<file path="config.mk">
export PLATFORM = sky130hd
export DESIGN_NAME = pp_loop_tracker
export DESIGN_NICKNAME = d
export VERILOG_FILES = /design/src/rtl/pp_loop_tracker.sv
export SDC_FILE = /design/constraint.sdc
export NUM_CORES = 1
export LEC_CHECK = 0
export CELL_PAD_IN_SITES_DETAIL_PLACEMENT = 0
export CELL_PAD_IN_SITES_GLOBAL_PLACEMENT = 2
export CORE_MARGIN = 4
export CORE_UTILIZATION = 25
export DETAILED_ROUTE_END_ITERATION = 8
export MAX_ROUTING_LAYER = met4
export PLACE_DENSITY_LB_ADDON = 0.1
export SETUP_SLACK_MARGIN = 0.3
export SLEW_MARGIN = 20
export SYNTH_ARGS = -nofsm -noshare
export SYNTH_HDL_FRONTEND = slang
export SYNTH_SLANG_ARGS = --single-unit
</file>
<file path="constraint.sdc">
create_clock -name clock -period 3.1 [get_ports clock]
set_clock_uncertainty 0.15 [all_clocks]
set_input_delay 0.31 -clock clock [delete_from_list [all_inputs] [get_ports clock]]
set_output_delay 0.31 -clock clock [all_outputs]
set_load 0.02 [all_outputs]
</file>
<file path="src/rtl/pp_loop_tracker.sv">
// pp_loop_tracker
//   Tracks one pipelined HLS loop from its FSM state and loop-descriptor
//   signals. It reconstructs loop entry, iteration start/end events,
//   iterations in flight, loop completion and protocol errors. All outputs
//   are registered.
//
// Ports
//   clock, reset            single rising-edge clock, synchronous active-high reset
//   cur_state               DUT FSM state this cycle
//   pre_states_valid        1 = loop must be armed by pre_loop_state0
//   pre_loop_state0         arming state
//   post_states_valid[7:0]  per-slot enable for post_loop_state0..7
//   post_loop_state0..7     loop exit states
//   loop_quit_state         quit decision state
//   iter_start_* / iter_end_*  iteration boundary state, qualifier, stall
//   quit_at_end             1 = quit legal while iterations are in flight
//   finish                  end of simulation, forces IDLE
//   loop_active             FSM in LOOP or DRAIN
//   iter_start_pulse / iter_end_pulse  strobes for counted start/end events
//   start_count / end_count per-invocation totals (saturating)
//   inflight                iterations started and not yet ended
//   invocations             completed invocations (saturating)
//   loop_done               one-cycle completion pulse
//   err_*                   sticky error flags, cleared only by reset
module pp_loop_tracker #(
    parameter int FSM_WIDTH    = 2,
    parameter int CNT_WIDTH    = 16,
    parameter int MAX_INFLIGHT = 8,
    localparam int INF_W       = $clog2(MAX_INFLIGHT + 1)
) (
    input  logic                 clock,
    input  logic                 reset,
    input  logic [FSM_WIDTH-1:0] cur_state,
    input  logic                 pre_states_valid,
    input  logic [FSM_WIDTH-1:0] pre_loop_state0,
    input  logic [7:0]           post_states_valid,
    input  logic [FSM_WIDTH-1:0] post_loop_state0,
    input  logic [FSM_WIDTH-1:0] post_loop_state1,
    input  logic [FSM_WIDTH-1:0] post_loop_state2,
    input  logic [FSM_WIDTH-1:0] post_loop_state3,
    input  logic [FSM_WIDTH-1:0] post_loop_state4,
    input  logic [FSM_WIDTH-1:0] post_loop_state5,
    input  logic [FSM_WIDTH-1:0] post_loop_state6,
    input  logic [FSM_WIDTH-1:0] post_loop_state7,
    input  logic [FSM_WIDTH-1:0] loop_quit_state,
    input  logic [FSM_WIDTH-1:0] iter_start_state,
    input  logic [FSM_WIDTH-1:0] iter_end_state,
    input  logic                 iter_start_enable,
    input  logic                 iter_end_enable,
    input  logic                 iter_start_block,
    input  logic                 iter_end_block,
    input  logic                 quit_at_end,
    input  logic                 finish,
    output logic                 loop_active,
    output logic                 iter_start_pulse,
    output logic                 iter_end_pulse,
    output logic [CNT_WIDTH-1:0] start_count,
    output logic [CNT_WIDTH-1:0] end_count,
    output logic [INF_W-1:0]     inflight,
    output logic [CNT_WIDTH-1:0] invocations,
    output logic                 loop_done,
    output logic                 err_underflow,
    output logic                 err_overflow,
    output logic                 err_incomplete,
    output logic                 err_protocol
);

    localparam logic [1:0] S_IDLE  = 2'd0;
    localparam logic [1:0] S_ARMED = 2'd1;
    localparam logic [1:0] S_LOOP  = 2'd2;
    localparam logic [1:0] S_DRAIN = 2'd3;

    localparam logic [INF_W-1:0] INF_MAX = INF_W'(MAX_INFLIGHT);

    function automatic logic [CNT_WIDTH-1:0] sat_inc(input logic [CNT_WIDTH-1:0] v);
        return (&v) ? v : v + CNT_WIDTH'(1);
    endfunction

    logic [1:0]           state;
    logic [FSM_WIDTH-1:0] post_arr [8];

    logic start_evt, end_evt, quit_evt, post_hit;
    logic s_cnt, e_cnt;

    // Result of applying this cycle's counted events to the running totals
    logic [CNT_WIDTH-1:0] ar_sc, ar_ec;
    logic [INF_W-1:0]     ar_inf;
    logic                 ar_under, ar_over, ar_sp, ar_ep;

    logic [1:0]           nxt_state;
    logic [CNT_WIDTH-1:0] nxt_sc, nxt_ec, nxt_inv;
    logic [INF_W-1:0]     nxt_inf;
    logic                 nxt_sp, nxt_ep, nxt_done;
    logic                 nxt_under, nxt_over, nxt_inc, nxt_prot;
    logic                 enter, complete;

    assign post_arr[0] = post_loop_state0;
    assign post_arr[1] = post_loop_state1;
    assign post_arr[2] = post_loop_state2;
    assign post_arr[3] = post_loop_state3;
    assign post_arr[4] = post_loop_state4;
    assign post_arr[5] = post_loop_state5;
    assign post_arr[6] = post_loop_state6;
    assign post_arr[7] = post_loop_state7;

    assign start_evt = (cur_state == iter_start_state) & iter_start_enable & ~iter_start_block;
    assign end_evt   = (cur_state == iter_end_state) & iter_end_enable & ~iter_end_block;
    assign quit_evt  = (cur_state == loop_quit_state);

    always_comb begin
        post_hit = 1'b0;
        for (int i = 0; i < 8; i++) begin
            if (post_states_valid[i] && (cur_state == post_arr[i])) post_hit = 1'b1;
        end
    end

    // Starts are counted only in LOOP; DRAIN accepts ends only.
    assign s_cnt = (state == S_LOOP) & start_evt;
    assign e_cnt = ((state == S_LOOP) | (state == S_DRAIN)) & end_evt;

    always_comb begin
        ar_sc    = start_count;
        ar_ec    = end_count;
        ar_inf   = inflight;
        ar_under = 1'b0;
        ar_over  = 1'b0;
        ar_sp    = 1'b0;
        ar_ep    = 1'b0;
        if (s_cnt && e_cnt) begin
            // One iteration retires as another begins: occupancy unchanged.
            ar_sc = sat_inc(start_count);
            ar_ec = sat_inc(end_count);
            ar_sp = 1'b1;
            ar_ep = 1'b1;
        end else if (e_cnt) begin
            if (inflight == '0) begin
                ar_under = 1'b1;
            end else begin
                ar_inf = inflight - INF_W'(1);
                ar_ec  = sat_inc(end_count);
                ar_ep  = 1'b1;
            end
        end else if (s_cnt) begin
            ar_sc = sat_inc(start_count);
            ar_sp = 1'b1;
            if (inflight == INF_MAX) ar_over = 1'b1;
            else                     ar_inf  = inflight + INF_W'(1);
        end
    end

    always_comb begin
        nxt_state = state;
        nxt_sc    = start_count;
        nxt_ec    = end_count;
        nxt_inf   = inflight;
        nxt_inv   = invocations;
        nxt_sp    = 1'b0;
        nxt_ep    = 1'b0;
        nxt_done  = 1'b0;
        nxt_under = err_underflow;
        nxt_over  = err_overflow;
        nxt_inc   = err_incomplete;
        nxt_prot  = err_protocol;
        enter     = 1'b0;
        complete  = 1'b0;

        if (finish) begin
            // Abandon whatever is running; totals are kept for inspection.
            nxt_state = S_IDLE;
            if (inflight != '0) nxt_inc = 1'b1;
        end else begin
            case (state)
                S_IDLE: begin
                    if (end_evt) nxt_prot = 1'b1;
                    if (pre_states_valid && (cur_state == pre_loop_state0)) nxt_state = S_ARMED;
                    else if (!pre_states_valid && start_evt)                enter     = 1'b1;
                end
                S_ARMED: begin
                    if (start_evt) enter = 1'b1;
                end
                S_LOOP: begin
                    nxt_sc    = ar_sc;
                    nxt_ec    = ar_ec;
                    nxt_inf   = ar_inf;
                    nxt_sp    = ar_sp;
                    nxt_ep    = ar_ep;
                    nxt_under = err_underflow | ar_under;
                    nxt_over  = err_overflow | ar_over;
                    if (post_hit && (ar_inf == '0)) begin
                        complete = 1'b1;
                    end else if (quit_evt) begin
                        nxt_state = S_DRAIN;
                        if (!quit_at_end && (ar_inf != '0)) nxt_inc = 1'b1;
                    end
                end
                default: begin // S_DRAIN
                    nxt_ec    = ar_ec;
                    nxt_inf   = ar_inf;
                    nxt_ep    = ar_ep;
                    nxt_under = err_underflow | ar_under;
                    if (start_evt) nxt_prot = 1'b1;
                    if (ar_inf == '0) complete = 1'b1;
                end
            endcase

            // The entering start is iteration 1 of a fresh invocation.
            if (enter) begin
                nxt_state = S_LOOP;
                nxt_sc    = CNT_WIDTH'(1);
                nxt_ec    = '0;
                nxt_inf   = INF_W'(1);
                nxt_sp    = 1'b1;
            end
            if (complete) begin
                nxt_state = S_IDLE;
                nxt_done  = 1'b1;
                nxt_inv   = sat_inc(invocations);
            end
        end
    end

    // ---- registered outputs ----
    always_ff @(posedge clock) begin
        if (reset) begin
            state            <= S_IDLE;
            loop_active      <= 1'b0;
            iter_start_pulse <= 1'b0;
            iter_end_pulse   <= 1'b0;
            start_count      <= '0;
            end_count        <= '0;
            inflight         <= '0;
            invocations      <= '0;
            loop_done        <= 1'b0;
            err_underflow    <= 1'b0;
            err_overflow     <= 1'b0;
            err_incomplete   <= 1'b0;
            err_protocol     <= 1'b0;
        end else begin
            state            <= nxt_state;
            loop_active      <= (nxt_state == S_LOOP) || (nxt_state == S_DRAIN);
            iter_start_pulse <= nxt_sp;
            iter_end_pulse   <= nxt_ep;
            start_count      <= nxt_sc;
            end_count        <= nxt_ec;
            inflight         <= nxt_inf;
            invocations      <= nxt_inv;
            loop_done        <= nxt_done;
            err_underflow    <= nxt_under;
            err_overflow     <= nxt_over;
            err_incomplete   <= nxt_inc;
            err_protocol     <= nxt_prot;
        end
    end

endmodule
</file>
==> results of run 1 <==
-- cells by family after synthesis --
family,share of synthesized area [%]
simple gates,27.62
mux,0.8729
compound gates,16.31
xor+xnor,12.92
fa+ha+maj,3.143
flops,34.64
buf+inv,4.504
-- power by group through the flow --
stage / registers, uW / logic, uW / clock network (uW)
6_report: 800 / 227 / 931
5_1_grt: 799 / 247 / 1010
4_1_cts: 800 / 224 / 969
3_5_place_dp: 818 / 213 / 0
3_3_place_gp: 818 / 211 / 0
2_1_floorplan: 820 / 100 / 0
-- flip-flops by register name, indices dropped and copies added (netlist names), 2 cells and up --
signal / cells
end_count: 16
start_count: 16
state: 2
invocations: 16
inflight: 4
-- area by class of cell --
cell class              instances  area, sq um  area share (%)
clock inverters                 1        5.005         0.08630
clock buffers                  14        264.0           4.552
flip-flops and latches         62         1254           21.62
well taps                     180        225.2           3.883
repair buffers                168         1595           27.51
multi-input cells             339         2405           41.47
inverters                      13        51.30          0.8846
-- per-layer routing --
layer,track usage (%),vias up
met5,-,-
met4,3.933,0
met3,4.375,14
met2,25.17,75
met1,17.12,1783
li1,-,1901
-- path summary, 6_finish.rpt --
path | endpoint | slack, ns
hold reg to reg | err_protocol | 0.33
setup reg to reg | invocations[14] | 0.30
hold / removal | err_protocol | 0.33
setup / recovery | invocations[14] | 0.30
-- cells in the mapped netlist (3+ instances only) --
cell type                   number
sky130_fd_sc_hd__a211oi_1        3
sky130_fd_sc_hd__a21oi_1        32
sky130_fd_sc_hd__a32oi_1         3
sky130_fd_sc_hd__and2_1          3
sky130_fd_sc_hd__and3_1         16
sky130_fd_sc_hd__and4_1          5
sky130_fd_sc_hd__buf_2           6
sky130_fd_sc_hd__clkbuf_1       14
sky130_fd_sc_hd__dfxtp_1        62
sky130_fd_sc_hd__ha_1            9
sky130_fd_sc_hd__inv_1          13
sky130_fd_sc_hd__nand2_1        20
sky130_fd_sc_hd__nand2b_1        3
sky130_fd_sc_hd__nand3_1        28
sky130_fd_sc_hd__nand4_1        13
sky130_fd_sc_hd__nor2_1         53
sky130_fd_sc_hd__nor2b_1         4
sky130_fd_sc_hd__nor3_1          5
sky130_fd_sc_hd__nor4_1          5
sky130_fd_sc_hd__o2111ai_1       5
sky130_fd_sc_hd__o21ai_0        11
sky130_fd_sc_hd__o21ai_1         3
sky130_fd_sc_hd__o31ai_1         8
sky130_fd_sc_hd__or3_1          12
sky130_fd_sc_hd__or4_1           9
sky130_fd_sc_hd__xnor2_1        28
sky130_fd_sc_hd__xor2_1         23
-- tightest hold or removal path, stage by stage (launching register included) --
cell,delay [ns]
sky130_fd_sc_hd__dfxtp_1,0.33
sky130_fd_sc_hd__nor2_1,0.05
sky130_fd_sc_hd__nor2_1,0.07
-- per-stage QoR --
step | utilization [%] | instance area [sq um]
floorplan | - | 3622
global placement | 36.63 | 5104
detailed placement | 36.63 | 5104
CTS | 39.80 | 5545
global route | 41.62 | 5799
finish | 41.62 | 5799
-- what timing repair did --
item                                   4_1_cts  5_1_grt
cloned                                       2        0
endpoints found under the hold margin        0        0
setup endpoints to repair                   16       26
pin swaps                                    9       36
resized for setup                           20       41
hold buffers                                 0        0
setup buffers                                5       15
==> flow_metrics.tcl, run 1 <==
set metrics [dict create \
    run_status "complete, no violations" \
    floorplan.die.width_microns 127.7 \
    end_kind "register" \
    final_common_cell "sky130_fd_sc_hd__clkdlybuf4s50_1" \
    min_delay_path_depth 2 \
    timing.rr.start "inflight[0]" \
    report.power.total_uw 1958 \
    hold-worst-slack_ns 0.3312 \
    critical_path.most_common_cell "sky130_fd_sc_hd__a21oi_2" \
    clkSinkCount 62 \
    path_class "register to register" \
    area_leader_netlist "sky130_fd_sc_hd__dfxtp_1" \
    critical_path.n_buffers_inverters 2 \
    grt_start_max_net_pins 25 \
    cts_buffers 9 \
    synth_cell_types 57 \
    grt_overflow_total 0 \
    number_of_global_route_vias_before_repair 3759 \
    critical-path-max-stage-delay_ns 0.47 \
    port_buffers 102 \
    netSwitchingFraction_pct 23.39 \
    combinationalPowerShare_pct 11.6 \
    synth_area_sq_um 3583 \
    syn-mean-instance-area_sq_um 8.200 \
    worst_ir_drop_vdd_mv 0.2800 \
    timing.final.hold_violations 0 \
    critical_path_depth 11 \
    critPathArrivalTime_ns 2.93 \
    p_sw_uw 458.1 \
    path_clk_slew_ns 0.05 \
    synth_sequential_area_ratio_pct 34.64 \
    final_cell_count_no_fill 777 \
    r2r_cells 11 \
    dominantRegCellSynth "sky130_fd_sc_hd__dfxtp_1" \
    dpl.cell_count 740 \
    cts_tree "built" \
    timing.critical_path.from_type "register" \
    power_density_nw_per_um2 337.7 \
    detailroute.wirelength.met2_microns 5785 \
    worstPathMaxFanout 6 \
    mostFrequentLayoutCells "sky130_fd_sc_hd__clkdlybuf4s50_1 (98), sky130_fd_sc_hd__dfxtp_1 (58), sky130_fd_sc_hd__buf_4 (56), sky130_fd_sc_hd__nor2_1 (52)" \
    report.final.setup_viol 0 \
    achievable_freq_mhz 356.5 \
    final_min_period_over_clock_period_pct 90.48 \
    p_leak_uw 0.002031 \
    delay_heaviest_family_cp "simple AND/OR/NAND/NOR gates" \
    dp_hpwl_microns 8466 \
    finalSetupTns_ns 0 \
    diodes 0 \
    clock_latency_ns 0.33 \
    antenna_found_initial 0 \
    core_area_sq_um 13930 \
    synthCells 437 \
    final_net_count 645 \
    worst-endpoint-required_ns 3.22 \
    post_drt_wl_per_cell_microns 14.92 \
    global_route.usage.total_pct 14.83 \
    worst_pin_slew_ns 0.5814 \
    power.internal_uw 1500 \
    portion_of_total_power_attributed_to_sequential_cells_pct 40.8 \
    floorplan.initialDensity_pct 25.72 \
    cp_launch_point "inflight[0]" \
    max-cap-violations 0 \
    dieArea_sq_um 16310 \
    gpl.final_weighted_congestion 0.8032 \
    dr_wl_met3_microns 477 \
    worst_slack_ns 0.2951 \
    syn2layout_area_growth_pct 61.84 \
    layout-drive-gt1-share_pct 21.94 \
    yosysTopAreaCellShare_pct 34.64 \
    period_needed_ns 2.805 \
    via_count 3773 \
    io_pins 103 \
    synth_edf_count 0 \
    num-fill-cells 1401 \
    route.detailed.drc 0 \
    dp_worst_setup_slack_ns -0.1650 \
    grt_pass1_wl_microns 18760 \
    worst_path_max_delay_cell "sky130_fd_sc_hd__or4_4" \
    drt-met1-wl_microns 5162 \
    synth_nets 489 \
    fp.dieH_microns 127.7 \
    rsz0062_at_grt "yes" \
    finalWirelength_microns 11590 \
    worstHoldStart "err_protocol" \
    cts_buffer_depth 2 \
    synth_register_bits 62 \
    htree_num_levels 3 \
    ant_nets 0 \
    final_max_slew_viol_count 0 \
    highest-signal-layer "met4" \
    std_cell_rows 43 \
    cells_traversed_along_the_worst_timing_path "inv_4 > ha_4 > or3b_4 > nand4_1 > o22ai_2 > a21oi_2 > xnor2_2 > nand4_4 > clkbuf_16 > or4_4 > a21oi_2" \
    routed_via_density 4.856 \
    drt_pre_antenna_iters 4 \
    detailedRoute.firstIterationViolations 114 \
    synth_area_leaders "sky130_fd_sc_hd__dfxtp_1 (35%), sky130_fd_sc_hd__xnor2_1 (6.8%), sky130_fd_sc_hd__xor2_1 (5.6%)" \
    relSlewSlack_pct 61.12 \
    root_buffer "sky130_fd_sc_hd__clkbuf_16" \
    pwr-share-clk_pct 47.6 \
    yosys_warnings 0 \
    ys_async_sr_fraction_pct 0 \
    min_path_type "register to register" \
]
(Power assumes the default switching activity.)
==> run 2, diff against run 1 <==
--- a/config.mk
+++ b/config.mk
@@ -8,8 +8,9 @@
 export CELL_PAD_IN_SITES_DETAIL_PLACEMENT = 0
 export CELL_PAD_IN_SITES_GLOBAL_PLACEMENT = 2
 export CORE_MARGIN = 4
-export CORE_UTILIZATION = 25
+export CORE_UTILIZATION = 33
 export DETAILED_ROUTE_END_ITERATION = 8
+export DONT_BUFFER_PORTS = 1
 export MAX_ROUTING_LAYER = met4
 export PLACE_DENSITY_LB_ADDON = 0.1
 export SETUP_SLACK_MARGIN = 0.3
==> flow_metrics.tcl, run 2 (synthesized netlist as in run 1, its figures left out) <==
set metrics [dict create \
    run_status "complete, no violations" \
    worst_pin_slew_ns 0.6437 \
    fp.dieH_microns 112.2 \
    dieArea_sq_um 12590 \
    path_clk_slew_ns 0.07 \
    via_count 3339 \
    critPathArrivalTime_ns 2.97 \
    achievable_freq_mhz 354.0 \
    routed_via_density 5.447 \
    timing.rr.start "inflight[0]" \
    period_needed_ns 2.825 \
    grt_pass1_wl_microns 17480 \
    rsz0062_at_grt "yes" \
    relSlewSlack_pct 56.76 \
    worst-endpoint-required_ns 3.24 \
    detailedRoute.firstIterationViolations 144 \
    route.detailed.drc 0 \
    worst_ir_drop_vdd_mv 0.2046 \
    final_core_utilization_pct 43.29 \
    final_net_count 524 \
    antenna_found_initial 0 \
    cp_launch_point "inflight[0]" \
    mostFrequentLayoutCells "sky130_fd_sc_hd__nor2_1 (53), sky130_fd_sc_hd__dfxtp_1 (53), sky130_fd_sc_hd__buf_4 (34), sky130_fd_sc_hd__nand3_1 (28), sky130_fd_sc_hd__xnor2_1 (27)" \
    floorplan.initialDensity_pct 34.25 \
    combinationalPowerShare_pct 8.7 \
    report.power.total_uw 1624 \
    path_class "register to register" \
    finalWirelength_microns 10810 \
    htree_num_levels 3 \
    final_min_period_over_clock_period_pct 91.13 \
    portion_of_total_power_attributed_to_sequential_cells_pct 49.3 \
    syn2layout_area_growth_pct 26.40 \
    clock_latency_ns 0.35 \
    ant_nets 0 \
    gpl.final_weighted_congestion 0.8481 \
    cts_tree "built" \
    number_of_global_route_vias_before_repair 3363 \
    grt_start_max_net_pins 30 \
    final_max_slew_viol_count 0 \
    grt_overflow_total 0 \
    drt_pre_antenna_iters 4 \
    root_buffer "sky130_fd_sc_hd__clkbuf_8" \
    floorplan.die.width_microns 112.2 \
    port_buffers 0 \
    worst_slack_ns 0.2750 \
    dp_hpwl_microns 7390 \
    dp_worst_setup_slack_ns 0.09566 \
    diodes 0 \
    worstPathMaxFanout 7 \
    netSwitchingFraction_pct 25.10 \
    min_path_type "primary input to register" \
    report.final.setup_viol 0 \
    cts_buffer_depth 2 \
    p_leak_uw 0.001540 \
    power_density_nw_per_um2 358.5 \
    cts_buffers 9 \
    layout-drive-gt1-share_pct 23.90 \
    max-cap-violations 0 \
    io_pins 103 \
    global_route.usage.total_pct 17.51 \
    post_drt_wl_per_cell_microns 17.63 \
    core_area_sq_um 10460 \
    pwr-share-clk_pct 42.0 \
    std_cell_rows 37 \
    p_sw_uw 407.5 \
    clkSinkCount 62 \
    num-fill-cells 1095 \
    end_kind "register" \
    registers_with_the_most_flip_flops "end_count (16), invocations (16), start_count (16)" \
    finalSetupTns_ns 0 \
    worstHoldStart "finish" \
    timing.final.hold_violations 0 \
    power.internal_uw 1216 \
    timing.critical_path.from_type "register" \
]
-- run 2: changes by cell type in the layout (fill, tap and decap cells not counted), sizes merged --
cell,delta
clkbuf,-3
buf,-23
dlygate4sd3,+6
clkinv,+1
clkdlybuf4s15,-1
clkdlybuf4s50,-98
clkinvlp,+1
dlygate4sd2,-3
-- run 2: routing by layer --
metal	vias up	global-route usage [%]	part of all wire [%]
met5	-	-	0
met1	1573	20.52	42
li1	1657	-	-
met4	0	5.689	1.9
met2	87	28.96	50
met3	22	5.013	5.9
-- run 2: through the flow --
step / instance area [sq um] / hold WS [ns] / instances
3_3_place_gp: 3872 / 0.2344 / 575
3_5_place_dp: 3872 / 0.2331 / 575
6_report: 4529 / 0.03007 / 613
2_1_floorplan: 3622 / 0.3200 / 437
4_1_cts: 4342 / 0.002447 / 609
5_1_grt: 4529 / 0.03475 / 613
-- run 2: worst paths after layout --
| path | to | slack [ns] | depth (start not counted) |
|---|---|---|---|
| max reg2reg | invocations[12] | 0.28 | 12 |
| min | err_overflow | 0.03 | 3 |
| min reg2reg | invocations[4] | 0.40 | 2 |
| max | invocations[12] | 0.28 | 12 |
-- run 2: worst max-delay path, cell delays in order, from the launching register on --
cell	delay, ns
sky130_fd_sc_hd__dfxtp_4	0.40
sky130_fd_sc_hd__inv_4	0.07
sky130_fd_sc_hd__ha_4	0.13
sky130_fd_sc_hd__or3b_4	0.37
sky130_fd_sc_hd__nand4_1	0.18
sky130_fd_sc_hd__o22ai_2	0.11
sky130_fd_sc_hd__a21oi_2	0.23
sky130_fd_sc_hd__xnor2_2	0.15
sky130_fd_sc_hd__nand4_4	0.16
sky130_fd_sc_hd__buf_6	0.17
sky130_fd_sc_hd__buf_16	0.12
sky130_fd_sc_hd__or4_1	0.41
sky130_fd_sc_hd__a21oi_2	0.12
-- run 2: area by class of cell --
type,count,area (sq um),area share [%]
multi-input cells,339,2417,53.37
flip-flops and latches,62,1260,27.82
repair buffers,47,444.2,9.807
clock buffers,13,168.9,3.729
well taps,136,170.2,3.757
inverters,13,51.30,1.133
clock inverters,3,17.52,0.3867
-- run 2: repair_timing --
action	in CTS	in global routing
pin swaps	30	16
buffers inserted	9	4
gates cloned	2	0
endpoints found under the setup margin	34	35
hold endpoints to repair	32	0
hold buffers	7	0
resized for setup	20	35
-- run 2: power groups by stage --
stage | Clock [uW] | Sequential (uW) | Combinational, uW
after global placement | 0 | 820 | 108
final | 682 | 801 | 141
after global routing | 747 | 801 | 156
after floorplan | 0 | 820 | 100
after detailed placement | 0 | 820 | 109
after CTS | 713 | 802 | 136
